==> src/rtl/if_fetch_stage_if.sv <==
// Bundles the instruction-memory req/ack port, the IF/ID register outputs and the
// ID/EX control inputs of the IF stage.
interface if_fetch_stage_if;
  logic        stall;
  logic        redirect;
  logic [31:0] redirect_pc;
  logic        imem_req;
  logic [31:0] imem_addr;
  logic        imem_ack;
  logic [31:0] imem_rdata;
  logic [31:0] id_inst;
  logic [31:0] id_pc;
  logic [31:0] id_pc4;
  logic        id_valid;

  modport master (
    input  stall, redirect, redirect_pc, imem_ack, imem_rdata,
    output imem_req, imem_addr, id_inst, id_pc, id_pc4, id_valid
  );

  modport slave (
    output stall, redirect, redirect_pc, imem_ack, imem_rdata,
    input  imem_req, imem_addr, id_inst, id_pc, id_pc4, id_valid
  );
endinterface

==> src/rtl/if_fetch_stage.sv <==
// RV32I IF stage: owns the PC, fetches over a variable-latency req/ack port and
// loads the IF/ID register, with a one-entry skid for stalls and a drop state for redirects.
module if_fetch_stage #(
  parameter logic [31:0] RESET_PC = 32'h0000_0000
) (
  input  logic              clk,
  input  logic              rst,
  if_fetch_stage_if.master  bus
);
  localparam int unsigned XLEN = 32;

  typedef enum logic [1:0] {FETCH, HOLD, DROP} state_e;

  state_e            state_q, state_d;
  logic [XLEN-1:0]   pc_q, pc_d;
  logic [XLEN-1:0]   stale_pc_q, stale_pc_d;
  logic [XLEN-1:0]   skid_inst_q, skid_inst_d;
  logic [XLEN-1:0]   skid_pc_q, skid_pc_d;
  logic [XLEN-1:0]   id_inst_q, id_inst_d;
  logic [XLEN-1:0]   id_pc_q, id_pc_d;
  logic [XLEN-1:0]   id_pc4_q, id_pc4_d;
  logic              id_valid_q, id_valid_d;
  logic              req_c;
  logic [XLEN-1:0]   addr_c;
  logic [XLEN-1:0]   redirect_tgt_c;

  assign redirect_tgt_c = bus.redirect_pc & ~XLEN'(3);

  // State register with synchronous active-low reset
  always_ff @(posedge clk) begin
    if (!rst) begin
      state_q     <= FETCH;
      pc_q        <= RESET_PC;
      stale_pc_q  <= '0;
      skid_inst_q <= '0;
      skid_pc_q   <= '0;
      id_inst_q   <= '0;
      id_pc_q     <= '0;
      id_pc4_q    <= '0;
      id_valid_q  <= 1'b0;
    end else begin
      state_q     <= state_d;
      pc_q        <= pc_d;
      stale_pc_q  <= stale_pc_d;
      skid_inst_q <= skid_inst_d;
      skid_pc_q   <= skid_pc_d;
      id_inst_q   <= id_inst_d;
      id_pc_q     <= id_pc_d;
      id_pc4_q    <= id_pc4_d;
      id_valid_q  <= id_valid_d;
    end
  end

  // Next-state: redirect beats stall beats normal flow
  always_comb begin
    state_d     = state_q;
    pc_d        = pc_q;
    stale_pc_d  = stale_pc_q;
    skid_inst_d = skid_inst_q;
    skid_pc_d   = skid_pc_q;
    id_inst_d   = id_inst_q;
    id_pc_d     = id_pc_q;
    id_pc4_d    = id_pc4_q;
    id_valid_d  = id_valid_q;
    req_c       = 1'b0;
    addr_c      = pc_q;

    unique case (state_q)
      FETCH: begin
        req_c = 1'b1;
        if (bus.redirect) begin
          id_inst_d   = '0;
          id_valid_d  = 1'b0;
          skid_inst_d = '0;
          skid_pc_d   = '0;
          pc_d        = redirect_tgt_c;
          if (!bus.imem_ack) begin
            stale_pc_d = pc_q;
            state_d    = DROP;
          end
        end else if (bus.stall) begin
          if (bus.imem_ack) begin
            skid_inst_d = bus.imem_rdata;
            skid_pc_d   = pc_q;
            pc_d        = pc_q + XLEN'(4);
            state_d     = HOLD;
          end
        end else if (bus.imem_ack) begin
          id_inst_d  = bus.imem_rdata;
          id_pc_d    = pc_q;
          id_pc4_d   = pc_q + XLEN'(4);
          id_valid_d = 1'b1;
          pc_d       = pc_q + XLEN'(4);
        end else begin
          id_inst_d  = '0;
          id_valid_d = 1'b0;
        end
      end
      HOLD: begin
        if (bus.redirect) begin
          id_inst_d   = '0;
          id_valid_d  = 1'b0;
          skid_inst_d = '0;
          skid_pc_d   = '0;
          pc_d        = redirect_tgt_c;
          state_d     = FETCH;
        end else if (!bus.stall) begin
          id_inst_d   = skid_inst_q;
          id_pc_d     = skid_pc_q;
          id_pc4_d    = skid_pc_q + XLEN'(4);
          id_valid_d  = 1'b1;
          skid_inst_d = '0;
          skid_pc_d   = '0;
          state_d     = FETCH;
        end
      end
      DROP: begin
        // Finish the abandoned request; its data never reaches IF/ID
        req_c  = 1'b1;
        addr_c = stale_pc_q;
        if (bus.redirect) pc_d = redirect_tgt_c;
        if (bus.imem_ack) state_d = FETCH;
      end
      default: state_d = FETCH;
    endcase
  end

  assign bus.imem_req  = req_c & rst;
  assign bus.imem_addr = addr_c;
  assign bus.id_inst   = id_inst_q;
  assign bus.id_pc     = id_pc_q;
  assign bus.id_pc4    = id_pc4_q;
  assign bus.id_valid  = id_valid_q;
endmodule

==> src/flat_wrapper.sv <==
// flat-port wrapper written by rule: the top's interface ports become plain ports
module if_fetch_stage_flat 
#(
  parameter logic [31:0] RESET_PC = 32'h0000_0000
)
  (clk, rst, bus_stall, bus_redirect, bus_redirect_pc, bus_imem_ack, bus_imem_rdata, bus_imem_req, bus_imem_addr, bus_id_inst, bus_id_pc, bus_id_pc4, bus_id_valid);
  if_fetch_stage_if bus_i ();
  input  logic clk;
  input  logic rst;
  input wire logic [$bits(bus_i.stall)-1:0] bus_stall;
  input wire logic [$bits(bus_i.redirect)-1:0] bus_redirect;
  input wire logic [$bits(bus_i.redirect_pc)-1:0] bus_redirect_pc;
  input wire logic [$bits(bus_i.imem_ack)-1:0] bus_imem_ack;
  input wire logic [$bits(bus_i.imem_rdata)-1:0] bus_imem_rdata;
  output wire logic [$bits(bus_i.imem_req)-1:0] bus_imem_req;
  output wire logic [$bits(bus_i.imem_addr)-1:0] bus_imem_addr;
  output wire logic [$bits(bus_i.id_inst)-1:0] bus_id_inst;
  output wire logic [$bits(bus_i.id_pc)-1:0] bus_id_pc;
  output wire logic [$bits(bus_i.id_pc4)-1:0] bus_id_pc4;
  output wire logic [$bits(bus_i.id_valid)-1:0] bus_id_valid;
  assign bus_i.stall = bus_stall;
  assign bus_i.redirect = bus_redirect;
  assign bus_i.redirect_pc = bus_redirect_pc;
  assign bus_i.imem_ack = bus_imem_ack;
  assign bus_i.imem_rdata = bus_imem_rdata;
  assign bus_imem_req = bus_i.imem_req;
  assign bus_imem_addr = bus_i.imem_addr;
  assign bus_id_inst = bus_i.id_inst;
  assign bus_id_pc = bus_i.id_pc;
  assign bus_id_pc4 = bus_i.id_pc4;
  assign bus_id_valid = bus_i.id_valid;
  if_fetch_stage #(.RESET_PC(RESET_PC)) u_core (.clk(clk), .rst(rst), .bus(bus_i));
endmodule
==> config.mk <==
export PLATFORM = sky130hd
export DESIGN_NAME = if_fetch_stage_flat
export DESIGN_NICKNAME = d
export VERILOG_FILES = /design/src/rtl/if_fetch_stage_if.sv /design/src/rtl/if_fetch_stage.sv /design/src/flat_wrapper.sv
export SDC_FILE = /design/constraint.sdc
export NUM_CORES = 1
export LEC_CHECK = 0
export CAP_MARGIN = 10
export CORE_ASPECT_RATIO = 1.75
export CORE_MARGIN = 5
export CORE_UTILIZATION = 40
export DETAILED_ROUTE_END_ITERATION = 6
export PLACE_DENSITY = 0.66
export SKIP_LAST_GASP = 1
export SLEW_MARGIN = 0
export SYNTH_ARGS = -nofsm -noshare
export SYNTH_HDL_FRONTEND = slang
export SYNTH_SLANG_ARGS = --single-unit
export TNS_END_PERCENT = 50
==> constraint.sdc <==
create_clock -name clk -period 2.3 [get_ports clk]
set_clock_uncertainty 0.1 [all_clocks]
set_input_delay 0.46 -clock clk [delete_from_list [all_inputs] [get_ports clk]]
set_output_delay 0.46 -clock clk [all_outputs]
set_load 0.1 [all_outputs]
* After elaboration in Yosys (flattened, before gate mapping)
Cells that the tools add are included.
** Cells by class
- Add/subtract/negate cells :: 2
- Eq/ne operators :: 14
- Muxes and demuxes :: 46
- Bitwise logic cells :: 2
- Reduce and logical (&&, ||, !) cells :: 11
** Operators with widths (count)
- $mux 32 :: 25
- $pmux 32 s2 :: 6
- $add 32x3->32 const B :: 2
- $ne 3x3->1 const B :: 5
- $mux 2 :: 7
- $ne 2x2->1 const B :: 6
- $reduce_and 3->1 :: 3
- $mux 1 :: 6
- $pmux 2 s3 :: 1
- $reduce_and 6->1 :: 1
- $reduce_and 5->1 :: 1
- $reduce_and 4->1 :: 1
- $reduce_bool 2->1 :: 2
- $reduce_or 2->1 :: 2
- $eq 2x1->1 const B :: 1
- $eq 2x2->1 const B :: 1
- $logic_not 2->1 :: 1
- $ne 2x1->1 const B :: 1
- $pmux 1 s2 :: 1
- $and 1x1->1 :: 1
- $not 1->1 :: 1
** Storage, ports and cells
- Register bits :: 227
- Output and inout port bits :: 130

* Logic depth before layout (Yosys ltp)
- Depth after elaboration :: 5
- Depth in mapped cells :: 10
- Gate-level depth less buffers :: 7

* Worst setup path after synthesis
OpenSTA, ideal clock, no wires.
- Path type :: register to output
- From :: register u_core.state_q[0]
- To :: output bus_imem_addr[26]
- Arrival :: 3.120 ns
- Setup slack :: -1.380 ns
- Cell stages (with the launch flop) :: 6
- Buffers on the path :: 2
- Path through :: dfxtp_1 inv_1 ha_1 clkbuf_1 clkbuf_1 o21ai_0
** On the way
- Cells in the longest elaborated chain, start to end :: 2
** Ends and longest elaborated chain
- from (decl) :: line if_fetch_stage.sv:14 : state_e state_q, state_d;
- from (signal assigned) :: line if_fetch_stage.sv:42 : state_q <= state_d;
- $eq 2x2->1 :: line if_fetch_stage.sv:68 : unique case (state_q)
- $mux 32 :: line if_fetch_stage.sv:68
- to (decl) :: line flat_wrapper.sv:16 : output wire logic [$bits(bus_i.imem_addr)-1:0] bus_imem_addr;
No other way between the ends.

* Worst setup path after layout
- From :: register u_core.state_q[0]
- To :: output bus_imem_addr[18]
Same word-level chain as after synthesis.

==> impl_metrics.env <==
export IMPL_outcome="finished, violations left"
export IMPL_violations="setup timing"
export IMPL_yosysWarnings=0
export IMPL_tritoncts="built"
export IMPL_slowest_stage="dfxtp_2"
export IMPL_hold_buffers=0
export IMPL_coreArea_um2=26600
export IMPL_dp_hpwl_um=27100
export IMPL_synth_yosys_seq_area_share_pct=40.6
export IMPL_crit_family="buffers and inverters"
export IMPL_crit_path_start="u_core.state_q[0]"
export IMPL_synth_ff_type="dfxtp_1"
export IMPL_place_congestion=0.930
export IMPL_clock_fmax_ghz=0.412
export IMPL_synthArstFlopShare_pct=0
export IMPL_holdCritPathClass="register to register"
export IMPL_grt_total_usage_pct=24.1
export IMPL_post_synth_top_area_fraction_pct=40.6
export IMPL_grt_pass1_wl_um=58600
export IMPL_wl_um=37800
export IMPL_antenna_found_initial=0
export IMPL_worstSetupPathType="register to output pin"
export IMPL_routedWlPerCell_um=19.9
export IMPL_r2r_end="u_core.bus.id_pc4[23]"
export IMPL_grt_max_degree=86
export IMPL_die_area_um2=30500
export IMPL_post_synth_top_count_cell="dfxtp_1"
export IMPL_final_util_pct=56.0
export IMPL_syn_inst=1356
export IMPL_cts_buffers=22
export IMPL_max_slew_worst_pin_slew_ns=0.609
export IMPL_crit_path_end_kind="output pin"
export IMPL_power_w=0.0131
export IMPL_finalSetupViolCount=30
export IMPL_layout_nets=1637
export IMPL_synth_top_cell_by_area="dfxtp_1"
export IMPL_power_density_nw_per_um2=882
export IMPL_syn_avg_cell_area_um2=7.96
export IMPL_die_y_um=227
export IMPL_rrSetupSlack_ns=0.02
export IMPL_rows=79
export IMPL_syn_area_um2=10800
export IMPL_rr_worst_depth=9
export IMPL_num_fill_cells=2440
export IMPL_synth_edf_count=0
export IMPL_critical_path_max_fanout=6
export IMPL_clock_sinks=219
export IMPL_setup_ws_ns=-0.127
export IMPL_yosysUniqueCellTypes=64
export IMPL_crit_path_end="bus_imem_addr[18]"
export IMPL_die_w_um=134
export IMPL_p_leak_nw=5.57
export IMPL_cap_violations=0
export IMPL_antenna_left=0
export IMPL_cpMostUsedCell="buf_12"
export IMPL_drv_slew=0
export IMPL_post_drt_via_cell_ratio=5.67
export IMPL_io_pins=199
export IMPL_globalRoute_totalOverflow=0
export IMPL_h_tree_depth=1
export IMPL_portBuffers=194
export IMPL_first_global_vias=10700
export IMPL_initial_utilization_pct=40.6
export IMPL_rsz0062_at_grt="true"
export IMPL_relSlewSlack_pct=59.4
export IMPL_max_stage_delay_ns=0.34
export IMPL_clk_path_buf_depth=3
export IMPL_crit_required_ns=1.74
export IMPL_r2r_start="u_core.state_q[0]"
export IMPL_insertion_delay_ns=0.52
export IMPL_drt_pass1_iterations=5
export IMPL_route_detailed_drc=0
export IMPL_clk_pin_slew_ns=0.06
export IMPL_start_kind="register"
export IMPL_synth_common_cells="dfxtp_1, nand2_1, a21oi_1"
export IMPL_crit_chain="inv_2 -> ha_4 -> buf_12 -> buf_16 -> mux2_4 -> buf_12"
export IMPL_antenna_cells=0
export IMPL_drive_above_1_share_pct=22.8
export IMPL_peakVddDrop_mv=0.710
export IMPL_ys_ff_latch=219
export IMPL_num_vias=10800
export IMPL_finalCritPeriodShare_pct=106
export IMPL_period_minus_slack_ns=2.43
export IMPL_worst_path_buf_inv=4
export IMPL_final_hold_violation_count=0
export IMPL_area_growth_pct=38.0
export IMPL_drt_iter0_drc=759
export IMPL_synth_area_top_cells="dfxtp_1, nand2_1, a21oi_1"
export IMPL_cp_arrival_ns=1.87
export IMPL_crit_cells=6
export IMPL_cts_root_buf="clkbuf_16"
-- sequential cells by signal, indices dropped and copies added (netlist names) --
register             cells
u_core.bus.id_pc        30
u_core.state_q           2
u_core.bus.id_inst      32
u_core.skid_inst_q      32
u_core.bus.id_valid      1
u_core.skid_pc_q        31
u_core.bus.id_pc4       31
u_core.pc_q             30
u_core.stale_pc_q       30
-- how the worst min path moves through the flow --
stage	start	to	slack [ns]	cells after the start
after detailed placement	u_core.skid_inst_q[6]	u_core.skid_inst_q[6]	0.34	2
after CTS	u_core.skid_inst_q[11]	u_core.skid_inst_q[11]	0.35	2
after floorplan	u_core.skid_inst_q[0]	u_core.skid_inst_q[0]	0.33	2
after global routing	u_core.skid_inst_q[24]	u_core.skid_inst_q[24]	0.37	2
after global placement	u_core.skid_inst_q[27]	u_core.skid_inst_q[27]	0.34	2
final	u_core.skid_inst_q[2]	u_core.skid_inst_q[2]	0.35	2
-- stage by stage --
stage	hold WS (ns)	TNS (ns)	instances	instance area, um^2	setup WS (ns)
6_report	0.348	-2.09	1902	14900	-0.127
5_1_grt	0.368	-4.81	1902	14900	-0.169
4_1_cts	0.351	-2.61	1900	14900	-0.132
3_5_place_dp	0.344	-17.71	1855	13800	-0.168
3_3_place_gp	0.337	-14.80	1855	13800	-0.164
2_1_floorplan	0.332	-0.349	1357	10800	-0.0874
-- what timing repair did --
item	4_1_cts	5_1_grt
endpoints found under the setup margin	31	68
pin swaps	1	1
gates resized for setup	33	9
cloned	2	0
buffers inserted	3	3
-- cells in the final DEF, fill, tap and decap left out, types with 10 or more instances in the layout --
master           instances
clkbuf_16               23
buf_4                  208
mux2_4                  22
a21oi_1                136
a31oi_1                 10
xnor2_1                 22
o21ai_0                 40
and4_1                  11
nand3_1                 91
mux2i_1                 37
inv_1                   10
clkdlybuf4s50_1         66
nor4_1                  11
nor3_1                  16
nor2_1                 115
nand4_1                 16
a211oi_1                62
dfxtp_1                215
a22oi_1                 34
xor2_1                  16
buf_12                  50
nand2_1                209
-- layout make-up --
class | instances | area, um^2 | area share (%)
Clock buffer | 30 | 642 | 4.31
Clock inverter | 10 | 200 | 1.34
Inverter | 12 | 50.0 | 0.336
Multi-Input combinational cell | 980 | 5920 | 39.7
Sequential cell | 219 | 4390 | 29.5
Tap cell | 324 | 405 | 2.72
Timing Repair Buffer | 327 | 3290 | 22.1
-- report_power, final --
part | internal, W | switching [W]
combinational | 0.00152 | 0.00313
sequential | 0.00409 | 0.000212
clock | 0.00263 | 0.00157
total | 0.00824 | 0.00491
-- kinds of logic (layout without fill, tap and decap cells) --
logic type,Yosys count,in the layout,share of synthesized area (%)
AO/OA/AOI/OAI,354,354,21.0
AND/OR/NAND/NOR,514,514,21.9
buffers and inverters,158,379,6.25
other,1,2,0.0347
XOR/XNOR,38,38,3.08
multiplexers,66,66,6.45
adder cells (fa/ha/maj),6,6,0.695
flip-flops,219,219,40.6
-- tightest hold or removal path, cell delays in order (launching register included) --
cell and delay, ns:
dfxtp_1 0.31, nand2_1 0.05, a21oi_1 0.05
-- metal layers --
metal / vias up / part of all wire [%] / global-route usage (%)
li1: 5228 / - / -
met5: - / 0 / 0
met1: 5029 / 37 / 26.9
met4: 0 / 5.7 / 13.5
met3: 109 / 5.8 / 3.69
met2: 418 / 52 / 43.4
(Power assumes the default switching activity.)
